File: config.mk
export PLATFORM = sky130hd
export DESIGN_NAME = rv_multicycle_ctrl
export DESIGN_NICKNAME = d
export VERILOG_FILES = /design/src/rtl/rv_multicycle_ctrl_pkg.sv /design/src/rtl/rv_multicycle_ctrl_alu_decoder.sv /design/src/rtl/rv_multicycle_ctrl.sv
export SDC_FILE = /design/constraint.sdc
export NUM_CORES = 1
export LEC_CHECK = 0
export BUFFER_PORTS_ARGS = -buffer_cell sky130_fd_sc_hd__buf_2
export CAP_MARGIN = 0
export CORE_MARGIN = 2
export CORE_UTILIZATION = 44
export DETAILED_ROUTE_END_ITERATION = 8
export PLACE_DENSITY = 0.82
export SYNTH_ARGS = -nofsm -noshare
export SYNTH_HDL_FRONTEND = slang
export SYNTH_SLANG_ARGS = --single-unit
File: constraint.sdc
create_clock -name clk -period 2.17 [get_ports clk]
set_input_delay 0.1085 -clock clk [delete_from_list [all_inputs] [get_ports clk]]
set_output_delay 0.1085 -clock clk [all_outputs]
set_load 0.01 [all_outputs]
File: src/rtl/rv_multicycle_ctrl_pkg.sv
// Shared types and select encodings for the multicycle RV32I control path.
package rv_multicycle_ctrl_pkg;

  typedef enum logic [2:0] {
    ALU_ADD = 3'b000,
    ALU_SUB = 3'b001,
    ALU_AND = 3'b010,
    ALU_OR  = 3'b011,
    ALU_SLT = 3'b101
  } alu_op_t;

  typedef enum logic [6:0] {
    OP_LW = 7'b0000011,
    OP_SW = 7'b0100011,
    OP_R  = 7'b0110011,
    OP_I  = 7'b0010011,
    OP_B  = 7'b1100011,
    OP_J  = 7'b1101111
  } inst_t;

  typedef enum logic [3:0] {
    S_FETCH, S_DECODE, S_MEMADR, S_MEMREAD, S_MEMWB, S_MEMWRITE,
    S_EXECR, S_EXECI, S_ALUWB, S_JAL, S_BEQ, S_TRAP
  } state_t;

  // ALU request class from the FSM: fixed add, fixed sub, or funct-decoded.
  typedef enum logic [1:0] {
    ALU_CLS_ADD   = 2'b00,
    ALU_CLS_SUB   = 2'b01,
    ALU_CLS_FUNCT = 2'b10
  } alu_cls_t;

  localparam logic [1:0] RES_ALU_OUT = 2'b00;
  localparam logic [1:0] RES_READ    = 2'b01;
  localparam logic [1:0] RES_ALU     = 2'b10;

  localparam logic [1:0] SRCA_PC    = 2'b00;
  localparam logic [1:0] SRCA_OLDPC = 2'b01;
  localparam logic [1:0] SRCA_RS1   = 2'b10;

  localparam logic [1:0] SRCB_RS2  = 2'b00;
  localparam logic [1:0] SRCB_IMM  = 2'b01;
  localparam logic [1:0] SRCB_FOUR = 2'b10;

  localparam logic [1:0] IMM_I = 2'b00;
  localparam logic [1:0] IMM_S = 2'b01;
  localparam logic [1:0] IMM_B = 2'b10;
  localparam logic [1:0] IMM_J = 2'b11;

  function automatic logic [1:0] imm_sel(input logic [6:0] opcode);
    case (opcode)
      OP_SW:   return IMM_S;
      OP_B:    return IMM_B;
      OP_J:    return IMM_J;
      default: return IMM_I;
    endcase
  endfunction

endpackage

File: src/rtl/rv_multicycle_ctrl_alu_decoder.sv
// Funct decode for the shared ALU; illegal reflects funct3 alone so the
// FSM can consult it while still in DECODE.
module rv_alu_decoder
  import rv_multicycle_ctrl_pkg::*;
(
  input  alu_cls_t    cls,
  input  logic [2:0]  funct3,
  input  logic        op5,
  input  logic        funct7b5,
  output alu_op_t     alu_op,
  output logic        illegal
);

  alu_op_t funct_op;

  always_comb begin
    funct_op = ALU_ADD;
    illegal  = 1'b0;
    case (funct3)
      3'b000:  funct_op = (op5 && funct7b5) ? ALU_SUB : ALU_ADD;
      3'b010:  funct_op = ALU_SLT;
      3'b110:  funct_op = ALU_OR;
      3'b111:  funct_op = ALU_AND;
      default: illegal  = 1'b1;
    endcase
  end

  always_comb begin
    alu_op = ALU_ADD;
    case (cls)
      ALU_CLS_SUB:   alu_op = ALU_SUB;
      ALU_CLS_FUNCT: alu_op = funct_op;
      default:       alu_op = ALU_ADD;
    endcase
  end

endmodule

File: src/rtl/rv_multicycle_ctrl.sv
// Main control FSM of the multicycle RV32I core: sequences fetch, decode,
// execute, memory and writeback over one ALU and one memory port.
module rv_multicycle_ctrl
  import rv_multicycle_ctrl_pkg::*;
#(
  parameter bit RESET_TRAP_CLEAR = 1'b1
) (
  input  logic       clk,
  input  logic       rst_n,
  input  logic [6:0] opcode,
  input  logic [2:0] funct3,
  input  logic       funct7b5,
  input  logic       zero,
  input  logic       mem_ready,
  output logic       mem_req,
  output logic       adr_src,
  output logic       pc_write,
  output logic       ir_write,
  output logic       mem_write,
  output logic       reg_write,
  output logic [1:0] result_src,
  output logic [1:0] alu_src_a,
  output logic [1:0] alu_src_b,
  output logic [1:0] imm_src,
  output logic [2:0] alu_control,
  output logic       instr_retired,
  output logic       illegal_instr,
  output state_t     state
);

  // Memory handshake: mem_req holds the access open; the access completes
  // on the cycle where mem_req && mem_ready, and only then does the FSM
  // advance. mem_ready is ignored in every state that does not request.

  state_t   next_state;
  alu_cls_t alu_cls;
  alu_op_t  alu_op;
  logic     funct_illegal;

  rv_alu_decoder u_alu_decoder (
    .cls      (alu_cls),
    .funct3   (funct3),
    .op5      (opcode[5]),
    .funct7b5 (funct7b5),
    .alu_op   (alu_op),
    .illegal  (funct_illegal)
  );

  always_ff @(posedge clk or negedge rst_n) begin
    if (!rst_n) state <= S_FETCH;
    else        state <= next_state;
  end

  always_comb begin
    next_state    = state;
    mem_req       = 1'b0;
    adr_src       = 1'b0;
    pc_write      = 1'b0;
    ir_write      = 1'b0;
    mem_write     = 1'b0;
    reg_write     = 1'b0;
    instr_retired = 1'b0;
    illegal_instr = 1'b0;
    result_src    = RES_ALU_OUT;
    alu_src_a     = SRCA_PC;
    alu_src_b     = SRCB_RS2;
    alu_cls       = ALU_CLS_ADD;
    case (state)
      S_FETCH: begin
        mem_req    = 1'b1;
        alu_src_b  = SRCB_FOUR;
        result_src = RES_ALU;
        ir_write   = mem_ready;
        pc_write   = mem_ready;
        if (mem_ready) next_state = S_DECODE;
      end
      S_DECODE: begin
        alu_src_a = SRCA_OLDPC;
        alu_src_b = SRCB_IMM;
        case (opcode)
          OP_LW, OP_SW: next_state = S_MEMADR;
          OP_R:         next_state = funct_illegal ? S_TRAP : S_EXECR;
          OP_I:         next_state = funct_illegal ? S_TRAP : S_EXECI;
          OP_J:         next_state = S_JAL;
          OP_B:         next_state = (funct3 == 3'b000) ? S_BEQ : S_TRAP;
          default:      next_state = S_TRAP;
        endcase
      end
      S_MEMADR: begin
        alu_src_a  = SRCA_RS1;
        alu_src_b  = SRCB_IMM;
        next_state = (opcode == OP_LW) ? S_MEMREAD : S_MEMWRITE;
      end
      S_MEMREAD: begin
        mem_req = 1'b1;
        adr_src = 1'b1;
        if (mem_ready) next_state = S_MEMWB;
      end
      S_MEMWB: begin
        result_src    = RES_READ;
        reg_write     = 1'b1;
        instr_retired = 1'b1;
        next_state    = S_FETCH;
      end
      S_MEMWRITE: begin
        mem_req       = 1'b1;
        adr_src       = 1'b1;
        mem_write     = 1'b1;
        instr_retired = mem_ready;
        if (mem_ready) next_state = S_FETCH;
      end
      S_EXECR: begin
        alu_src_a  = SRCA_RS1;
        alu_cls    = ALU_CLS_FUNCT;
        next_state = S_ALUWB;
      end
      S_EXECI: begin
        alu_src_a  = SRCA_RS1;
        alu_src_b  = SRCB_IMM;
        alu_cls    = ALU_CLS_FUNCT;
        next_state = S_ALUWB;
      end
      S_ALUWB: begin
        reg_write     = 1'b1;
        instr_retired = 1'b1;
        next_state    = S_FETCH;
      end
      S_JAL: begin
        alu_src_a  = SRCA_OLDPC;
        alu_src_b  = SRCB_FOUR;
        pc_write   = 1'b1;
        next_state = S_ALUWB;
      end
      S_BEQ: begin
        alu_src_a     = SRCA_RS1;
        alu_cls       = ALU_CLS_SUB;
        pc_write      = zero;
        instr_retired = 1'b1;
        next_state    = S_FETCH;
      end
      S_TRAP: begin
        illegal_instr = 1'b1;
        if (!RESET_TRAP_CLEAR) next_state = S_FETCH;
      end
      default: next_state = S_FETCH;
    endcase
    // State is already FETCH during reset; only the strobes need masking.
    if (!rst_n) begin
      mem_req       = 1'b0;
      pc_write      = 1'b0;
      ir_write      = 1'b0;
      mem_write     = 1'b0;
      reg_write     = 1'b0;
      instr_retired = 1'b0;
      illegal_instr = 1'b0;
    end
  end

  assign alu_control = alu_op;
  assign imm_src     = imm_sel(opcode);

endmodule
==> results of run 1 <==
==> per-layer routing <==
metal / up-vias / wire length (um) / global-route usage
li1: 459 / - / -
met1: 399 / 851 / 0.301
met5: - / 0 / 0
met2: 35 / 957 / 0.379
met3: 2 / 103 / 0.0250
met4: 0 / 12 / 0.0242
==> power by group through the flow <==
stage | Combinational [mW] | Clock, mW | Sequential, mW
3_5_place_dp | 0.705 | 0 | 0.213
2_1_floorplan | 0.536 | 0 | 0.154
3_3_place_gp | 0.694 | 0 | 0.207
4_1_cts | 0.710 | 0.0916 | 0.210
6_report | 0.712 | 0.0881 | 0.215
5_1_grt | 0.797 | 0.101 | 0.230
==> placed cells by master (no fill, tap or decap), types with 2 or more instances in the layout <==
| cell type | Yosys | layout |
|---|---|---|
| xor2_1 | 2 | 2 |
| nand4_1 | 2 | 2 |
| nand2_1 | 11 | 11 |
| a21oi_1 | 6 | 6 |
| o21ai_0 | 6 | 6 |
| inv_1 | 6 | 6 |
| and3_1 | 2 | 2 |
| dfrtp_2 | 0 | 2 |
| nor2_1 | 17 | 16 |
| ha_1 | 2 | 2 |
| nor2b_1 | 3 | 3 |
| nor4_1 | 3 | 3 |
| a311oi_1 | 2 | 2 |
| a31oi_1 | 2 | 2 |
| buf_2 | 2 | 37 |
| nor3b_1 | 2 | 2 |
| dfrtp_1 | 4 | 2 |
| clkbuf_4 | 0 | 3 |
| o21a_1 | 2 | 2 |
| nor3_1 | 5 | 5 |
| nand2b_1 | 7 | 7 |
| buf_4 | 3 | 3 |
==> stage by stage <==
stage / setup slack, ps / power (mW) / hold WS (ps)
5_1_grt: 26.9 / 1.13 / 257
2_1_floorplan: 261 / 0.690 / -187
4_1_cts: 62.8 / 1.01 / 246
3_5_place_dp: 321 / 0.918 / -61.4
3_3_place_gp: 320 / 0.901 / -65.0
6_report: 182 / 1.02 / 245
==> synthesized netlist by cell type, types with 2 or more instances <==
| cell type | n |
|---|---|
| a21oi_1 | 6 |
| a311oi_1 | 2 |
| a31oi_1 | 2 |
| and3_1 | 2 |
| buf_2 | 2 |
| buf_4 | 3 |
| dfrtp_1 | 4 |
| ha_1 | 2 |
| inv_1 | 6 |
| nand2_1 | 11 |
| nand2b_1 | 7 |
| nand4_1 | 2 |
| nor2_1 | 17 |
| nor2b_1 | 3 |
| nor3_1 | 5 |
| nor3b_1 | 2 |
| nor4_1 | 3 |
| o21a_1 | 2 |
| o21ai_0 | 6 |
| xor2_1 | 2 |
==> cell families after synthesis <==
family          Yosys count
fa+ha+maj                 2
xor+xnor                  3
compound gates           25
buf+inv                  13
flops                     4
mux                       2
simple gates             58
==> critical path, stage by stage (launching register included) <==
cell and delay [ps]:
dfrtp_2 510, nor2b_1 280, nand2_1 150, ha_1 340, nor4_1 200, buf_2 170
==> layout make-up <==
type                       instances  area [um^2]  area share
timing repair buffer              41          218       0.235
inverter                           6         22.5      0.0243
clock buffer                       3         22.5      0.0243
multi-input combinational         90          542       0.584
tap                               16         20.0      0.0216
sequential                         4          103       0.111
==> final timing paths <==
check,endpoint,depth (start not counted),from
worst max-delay path,alu_control[2],5,state[2]
worst min-delay path,state[3],2,rst_n
worst max register to register,state[0],5,state[1]
worst min register to register,state[1],1,state[2]
max in group asynchronous,state[2],2,rst_n
min in group clk,state[0],4,opcode[2]
==> repair_timing <==
action / in CTS / in global routing
endpoints found under the hold margin: 4 / 0
endpoints found under the setup margin: 0 / 2
hold buffers: 1 / 0
resized for setup: 0 / 3
==> impl_metrics.csv, run 1 <==
group,metric,value,unit
power,p_int,0.496,mW
power,p_sw,0.519,mW
global_route,track_usage,0.219,
power,peakVddDrop,0.824,mV
place,placed_area,890,um^2
sta,skew,4.51,ps
routing,viasPerCell,5.59,
power,p_leak,0.465,nW
cells_and_area,instances_no_fill,160,
place,io_buffers,37,
clock_tree,cts-buffers-inserted,3,
synth,synth-xor-area-share,0.0374,
synth,syn_area_per_cell,6.56,um^2
global_route,grt_pass1_wl,3.39,mm
sta,setup_tns,0,ps
sta,hold_viol_final,0,
sta,layout_min_cycle_time,1990,ps
sta,setup_viol,0,
clock_tree,h-tree-depth,1,
sta,min_period_over_period,0.916,
cells_and_area,antenna_cells_inserted,0,
sta,fmax,503,MHz
synth,synth_top_family_by_area,"simple AND/OR/NAND/NOR gates",
power,power_density,1100,mW/mm^2
clock_tree,clk_path_buf_depth,2,
sta,worst_pin_slew,468,ps
floorplanning,dieArea,0.00193,mm^2
cells_and_area,reg_top3,"state x4",
global_route,grt_max_degree,17,
synth,synth_area,702,um^2
floorplanning,start_util,0.466,
synth,async_reset_ff_frac,1.00,
floorplanning,rows,14,
clock_tree,cts_setup_buffers,0,
power,combPwrFrac,0.701,
synth,ys_ff_latch,4,
critical_path,r2r_slack,740,ps
clock_tree,cts-root-buf,"clkbuf_4",
synth,synth-simple-area-share,0.426,
global_route,antenna_found_initial,0,
routing,dr.pass1.iters,4,
place,dp.cells,156,
critical_path,path_max_fanout,16,
place,gp_congestion,0.801,
synth,synth_largest_area_cell,"dfrtp_1",
clock_tree,clk_pin_slew,40,ps
synth,yosysUniqueCellTypes,38,
synth,synthMuxAreaShare,0.0303,
floorplanning,io_pins,38,
power,pwr-share-clk,0.087,
cells_and_area,final_area,927,um^2
floorplanning,dieWidth,43.9,um
job,maxCapViolCount,0,
routing,drc_errors,0,
global_route,grt_pass1_vias,784,
synth,synth_ff_type,"dfrtp_1",
synth,synthAdderAreaFrac,0.0357,
cells_and_area,nets,163,
cells_and_area,utilization,0.615,
outcome,status,"completed",
cells_and_area,drive_above_1_share,0.361,
synth,synth.area.top_cells,"dfrtp_1, nor2_1, nand2b_1, nand2_1, a21oi_1",
routing,num_vias,895,
critical_path,required,2060,ps
critical_path,cp.arrival,1880,ps
cells_and_area,largest_register_ffs,4,
routing,ant_nets,0,
critical_path,start_kind,"flip-flop",
sta,maxSlewViolCount,0,
power,p_seq_frac,0.212,
sta,relSlewSlack,0.688,
routing,drtIter0Drc,30,
global_route,grt_overflow,0,
floorplanning,die_y,43.9,um
routing,avgRoutedWirePerCell,12.0,um
synth,synth_top_area_share,0.143,
floorplanning,core_area,0.00151,mm^2
synth,yosys_warnings,0,
clock_tree,cts_tree,"done",
synth,syn_inst,107,
hold_path,hold_class,"primary input to asynchronous set/reset pin",
critical_path,criticalPathCategory,"flip-flop to primary output",
synth,synth_compound_area_frac,0.239,
cells_and_area,area_growth,32.1,%
critical_path,endpoint_kind,"primary output",
place,place_hpwl,1.55,mm
clock_tree,cts_sinks,4,
clock_tree,insertion_delay,230,ps
cells_and_area,nFillCells,147,
synth,synth_edf_count,0,
cells_and_area,largest-register,"state",
routing,wirelength,1.92,mm
sta,grt_setup_unrepaired,"no",
power,swShare,0.511,
synth,syn-num-nets,124,
synth,ys_seq_area_frac,0.143,
No activity file was read; power rests on OpenSTA's default activity.
==> inputs of run 2 (changes only) <==
--- a/config.mk
+++ b/config.mk
@@ -5,12 +5,13 @@
 export SDC_FILE = /design/constraint.sdc
 export NUM_CORES = 1
 export LEC_CHECK = 0
+export ABC_AREA = 1
 export BUFFER_PORTS_ARGS = -buffer_cell sky130_fd_sc_hd__buf_2
 export CAP_MARGIN = 0
 export CORE_MARGIN = 2
-export CORE_UTILIZATION = 44
+export CORE_UTILIZATION = 42
 export DETAILED_ROUTE_END_ITERATION = 8
-export PLACE_DENSITY = 0.82
+export PLACE_DENSITY = 0.8
 export SYNTH_ARGS = -nofsm -noshare
 export SYNTH_HDL_FRONTEND = slang
 export SYNTH_SLANG_ARGS = --single-unit
==> run 2 against run 1 <==
  * Clock power is 11% higher
  * Register-to-register slack worse by 40 ps
  * Synthesized cell count increased by 14%
  * Die area fell by 2.8%
  * Count of clock-buffer cells in the layout unchanged
  * Design area shrank 4.3%
==> impl_metrics.csv, run 2 <==
group,metric,value,unit
synth,syn-num-nets,139,
floorplanning,start_util,0.441,
critical_path,rr_worst_depth,8,
synth,async_reset_ff_frac,1.00,
synth,synth_ff_type,"dfrtp_1",
global_route,grt_pass1_wl,3.16,mm
routing,viasPerCell,4.94,
clock_tree,cts_sinks,4,
cells_and_area,final-seq-area,100,um^2
cells_and_area,multiInputGateArea,448,um^2
critical_path,endpoint_kind,"primary output",
routing,drtIter0Drc,25,
cells_and_area,utilization,0.603,
critical_path,cp.arrival,1780,ps
synth,synth_area,649,um^2
cells_and_area,final_area,887,um^2
floorplanning,core_area,0.00147,mm^2
outcome,status,"completed",
cells_and_area,reg_top3,"state x4",
clock_tree,cts-buffers-inserted,3,
floorplanning,io_pins,38,
sta,fin_ws,283,ps
synth,syn_inst,122,
synth,ys_ff_latch,4,
critical_path,r2r_slack,700,ps
place,io_buffers,37,
clock_tree,cts_tree,"done",
critical_path,required,2060,ps
cells_and_area,area_growth,36.6,%
global_route,track_usage,0.217,
power,p_leak,0.563,nW
place,placed_area,855,um^2
sta,skew,2.48,ps
clock_tree,cts-root-buf,"clkbuf_4",
sta,fmax,530,MHz
cells_and_area,drive_above_1_share,0.337,
sta,relSlewSlack,0.808,
sta,worst_pin_slew,286,ps
clock_tree,clk_pin_slew,40,ps
critical_path,regToRegEndpoint,"state[2]",
synth,synth_largest_area_cell,"nand2_1",
routing,dr.pass1.iters,5,
routing,ant_nets,0,
cells_and_area,nFillCells,144,
critical_path,start_kind,"flip-flop",
cells_and_area,layout_commonest_cell,"buf_2",
place,place_hpwl,1.63,mm
routing,num_vias,884,
sta,setup_tns,0,ps
power,peakVddDrop,0.648,mV
synth,synth.most_common_cell,"nand2_1",
clock_tree,postCtsHoldBufs,1,
sta,min_period_over_period,0.870,
place,pre_cts_slack,561,ps
synth,synth_edf_count,0,
critical_path,path_max_fanout,6,
power,p_total,1.02,mW
clock_tree,insertion_delay,240,ps
synth,ys_seq_area_frac,0.154,
hold_path,hold_class,"primary input to flip-flop",
synth,synth_top_area_share,0.173,
cells_and_area,antenna_cells_inserted,0,
cells_and_area,largest-register,"state",
global_route,grt_pass1_vias,819,
critical_path,criticalPathCategory,"flip-flop to primary output",
routing,wirelength,1.92,mm
synth,yosysUniqueCellTypes,21,
sta,setup_viol,0,
sta,hold_viol_final,0,
synth,synth.area.top_cells,"nand2_1, dfrtp_1, inv_1, nor2_1, nand3_1",
routing,drc_errors,0,
synth,ys_top_cells_by_count,"nand2_1, inv_1, nor2_1",
clock_tree,cts_setup_buffers,0,
hold_path,holdPathStages,2,
synth,syn_area_per_cell,5.32,um^2
global_route,grt_max_degree,7,
job,maxCapViolCount,0,
place,gp_congestion,0.893,
hold_path,hold_end,"state[2]",
power,power_density,1140,mW/mm^2
cells_and_area,largest_register_ffs,4,
sta,maxSlewViolCount,0,
cells_and_area,nets,182,
clock_tree,clk_path_buf_depth,2,
floorplanning,dieWidth,43.3,um
global_route,grt_overflow,0,
clock_tree,h-tree-depth,1,
floorplanning,dieArea,0.00188,mm^2
hold_path,hold_start,"mem_ready",
synth,yosys_warnings,0,
routing,avgRoutedWirePerCell,10.7,um
global_route,antenna_found_initial,0,
cells_and_area,most-common-layout-cells,"buf_2, nand2_1, nor2_1, inv_1, nand3_1",
critical_path,regToRegStartpoint,"state[2]",
floorplanning,rows,14,
sta,layout_min_cycle_time,1890,ps
clock_tree,cts_resized,0,
floorplanning,die_y,43.3,um
sta,grt_setup_unrepaired,"no",
[run 2: changes by cell type in the layout (fill, tap and decap cells not counted), sizes merged, moves of 4 or more]
cell	change
nand2	+22
nand3	+9
nand2b	-7
a21oi	-4
nor3	-5
inv	+21
nor2	+12
[run 2: power breakdown]
part | internal [mW] | total, mW | switching, mW
Sequential | 0.112 | 0.164 | 0.0519
Combinational | 0.271 | 0.753 | 0.482
Clock | 0.0622 | 0.0979 | 0.0356
Total | 0.445 | 1.02 | 0.570
[run 2: area by class of cell]
cell class | instances | share of cell area
well taps | 16 | 0.0226
repair buffers | 38 | 0.220
multi-input cells | 91 | 0.505
flip-flops and latches | 4 | 0.113
clock buffers | 3 | 0.0254
inverters | 27 | 0.114
[run 2: worst max path at each step]
| stage | from | end | slack [ps] | depth (start not counted) |
|---|---|---|---|---|
| finish | state[2] | alu_control[2] | 280 | 6 |
| global placement | state[2] | alu_control[2] | 580 | 6 |
| floorplan | state[3] | alu_control[2] | 640 | 6 |
| global route | state[1] | alu_control[0] | 180 | 9 |
| CTS | state[2] | alu_control[2] | 290 | 6 |
| detailed placement | state[2] | alu_control[2] | 560 | 6 |
[run 2: cells by family (layout without fill, tap and decap cells)]
logic type | count (synthesis) | in the layout | synth area share
buffers and inverters | 27 | 68 | 0.156
and+or+nand+nor | 76 | 76 | 0.522
DFF | 4 | 4 | 0.154
AOI/OAI and AO/OA | 13 | 13 | 0.129
adders and majority gates | 2 | 2 | 0.0385
[run 2: layer usage]
layer  global-route usage  wire length, um
met1                0.272              843
met4               0.0364               17
met2                0.382              933
met5                    0                0
met3               0.0511              122
[run 2: stage by stage]
step	std cells	hold WS, ps
floorplan	122	-187
global placement	175	-71.8
detailed placement	175	-66.4
CTS	179	115
global route	179	134
finish	179	117
[run 2: worst max-delay path: stages (launching register included)]
cell and delay [ps]:
dfrtp_1 480, nand2_2 140, nor2_1 210, inv_1 80, ha_1 320, nor3_1 160
buf_2 150
==> inputs of run 3 (changes only) <==
--- a/config.mk
+++ b/config.mk
@@ -6,7 +6,7 @@
 export NUM_CORES = 1
 export LEC_CHECK = 0
 export ABC_AREA = 1
-export BUFFER_PORTS_ARGS = -buffer_cell sky130_fd_sc_hd__buf_2
+export BUFFER_PORTS_ARGS = -buffer_cell sky130_fd_sc_hd__buf_4
 export CAP_MARGIN = 0
 export CORE_MARGIN = 2
 export CORE_UTILIZATION = 42
==> run 3 against run 2 <==
  * Setup slack improved by 14 ps
  * Sequential cell count did not move
  * Core utilization rose by 6.3 points
  * Non-clock buffer count did not move
  * Global-route usage fell by 1.0 points
  * Sequential power barely moved
  * Count of clock-buffer cells in the layout did not move
  * Sequential share of layout area fell by 1.1 points
  * Combinational power rose by 11%
  * Clock power fell by 7.9%
  * Critical path depth did not move
  * First-iteration DRC count fell by 48%
==> impl_metrics.csv, run 3 (same netlist as run 2, synthesis figures left out) <==
group,metric,value,unit
outcome,status,"completed",
clock_tree,cts-buffers-inserted,3,
critical_path,criticalPathCategory,"flip-flop to primary output",
cells_and_area,reg_top3,"state x4",
routing,dr.pass1.iters,4,
sta,fin_ws,297,ps
cells_and_area,instances_no_fill,179,
place,placed_area,947,um^2
sta,worst_pin_slew,256,ps
clock_tree,cts_setup_buffers,0,
sta,grt_setup_unrepaired,"no",
power,power_density,1120,mW/mm^2
sta,min_period_over_period,0.863,
place,gp_congestion,0.830,
clock_tree,clk_path_buf_depth,2,
sta,setup_viol,0,
power,p_total,1.09,mW
clock_tree,cts_tree,"done",
floorplanning,dieArea,0.00188,mm^2
cells_and_area,drive_above_1_share,0.337,
routing,ant_nets,0,
floorplanning,rows,14,
sta,hold_viol_final,0,
global_route,grt_pass1_wl,3.00,mm
cells_and_area,largest-register,"state",
place,place_hpwl,1.57,mm
routing,drtIter0Drc,13,
cells_and_area,utilization,0.666,
routing,drc_errors,0,
global_route,track_usage,0.207,
power,peakVddDrop,0.518,mV
cells_and_area,area_growth,50.9,%
cells_and_area,final_area,980,um^2
clock_tree,cts-root-buf,"clkbuf_4",
sta,relSlewSlack,0.828,
floorplanning,dieWidth,43.3,um
floorplanning,core_area,0.00147,mm^2
sta,layout_min_cycle_time,1870,ps
floorplanning,start_util,0.441,
sta,fmax,534,MHz
routing,viasPerCell,4.87,
cells_and_area,antenna_cells_inserted,0,
place,dp.cells,175,
floorplanning,io_pins,38,
clock_tree,insertion_delay,230,ps
sta,maxSlewViolCount,0,
cells_and_area,nFillCells,147,
power,p_leak,0.578,nW
sta,setup_tns,0,ps
critical_path,cp.arrival,1760,ps
place,pre_cts_slack,561,ps
critical_path,start_kind,"flip-flop",
cells_and_area,most-common-layout-cells,"buf_4, nand2_1, nor2_1, inv_1, nand3_1",
sta,skew,3.11,ps
critical_path,endpoint_kind,"primary output",
routing,num_vias,872,
global_route,grt_max_degree,7,
cells_and_area,layout_commonest_cell,"buf_4",
critical_path,required,2060,ps
critical_path,path_max_fanout,6,
job,maxCapViolCount,0,
routing,avgRoutedWirePerCell,9.97,um
hold_path,hold_class,"primary input to flip-flop",
floorplanning,die_y,43.3,um
sta,holdWs,95.8,ps
clock_tree,cts_sinks,4,
cells_and_area,largest_register_ffs,4,
clock_tree,clk_pin_slew,30,ps
routing,wirelength,1.78,mm
global_route,grt_overflow,0,
cells_and_area,nets,182,
global_route,antenna_found_initial,0,
global_route,grt_pass1_vias,790,
place,io_buffers,37,
clock_tree,h-tree-depth,1,
run 3: cell counts in the layout (fill, tap and decap cells not counted):
No cell type changed its count.
run 3: final timing paths:
check	startpoint	endpoint	slack, ps	cells after the start
worst max register to register	state[2]	state[2]	680	8
worst min-delay path	mem_ready	state[2]	100	2
min in group asynchronous	rst_n	state[1]	220	2
max in group asynchronous	rst_n	state[2]	1840	2
worst min register to register	state[1]	state[1]	580	2
worst max-delay path	state[2]	alu_control[2]	300	6
run 3: area by class of cell:
| cell class | count | area (um^2) | area share |
|---|---|---|---|
| Clock buffer | 3 | 22.5 | 0.0230 |
| Inverter | 27 | 101 | 0.103 |
| Multi-Input combinational cell | 91 | 448 | 0.457 |
| Sequential cell | 4 | 100 | 0.102 |
| Tap cell | 16 | 20.0 | 0.0204 |
| Timing Repair Buffer | 38 | 288 | 0.294 |
run 3: what timing repair did:
item / 4_1_cts / 5_1_grt
hold endpoints to repair: 4 / 0
hold buffers: 1 / 0
resized for setup: 0 / 0
run 3: metal layers:
layer / GRT usage / routed length (um) / vias up
li1: - / - / 465
met1: 0.260 / 832 / 385
met2: 0.352 / 859 / 18
met3: 0.0170 / 70 / 4
met4: 0.103 / 21 / 0
met5: 0 / 0 / -
run 3: worst max-delay path, stage by stage (launching register included):
cell	delay [ps]
dfrtp_1	470
nand2_2	140
nor2_1	210
inv_1	90
ha_1	310
nor3_1	180
buf_4	150
run 3: where the power goes:
group          leakage, nW  internal (mW)  total, mW  switching, mW
combinational        0.513          0.353      0.837          0.484
sequential          0.0510          0.112      0.165         0.0532
clock               0.0138         0.0617     0.0902         0.0285
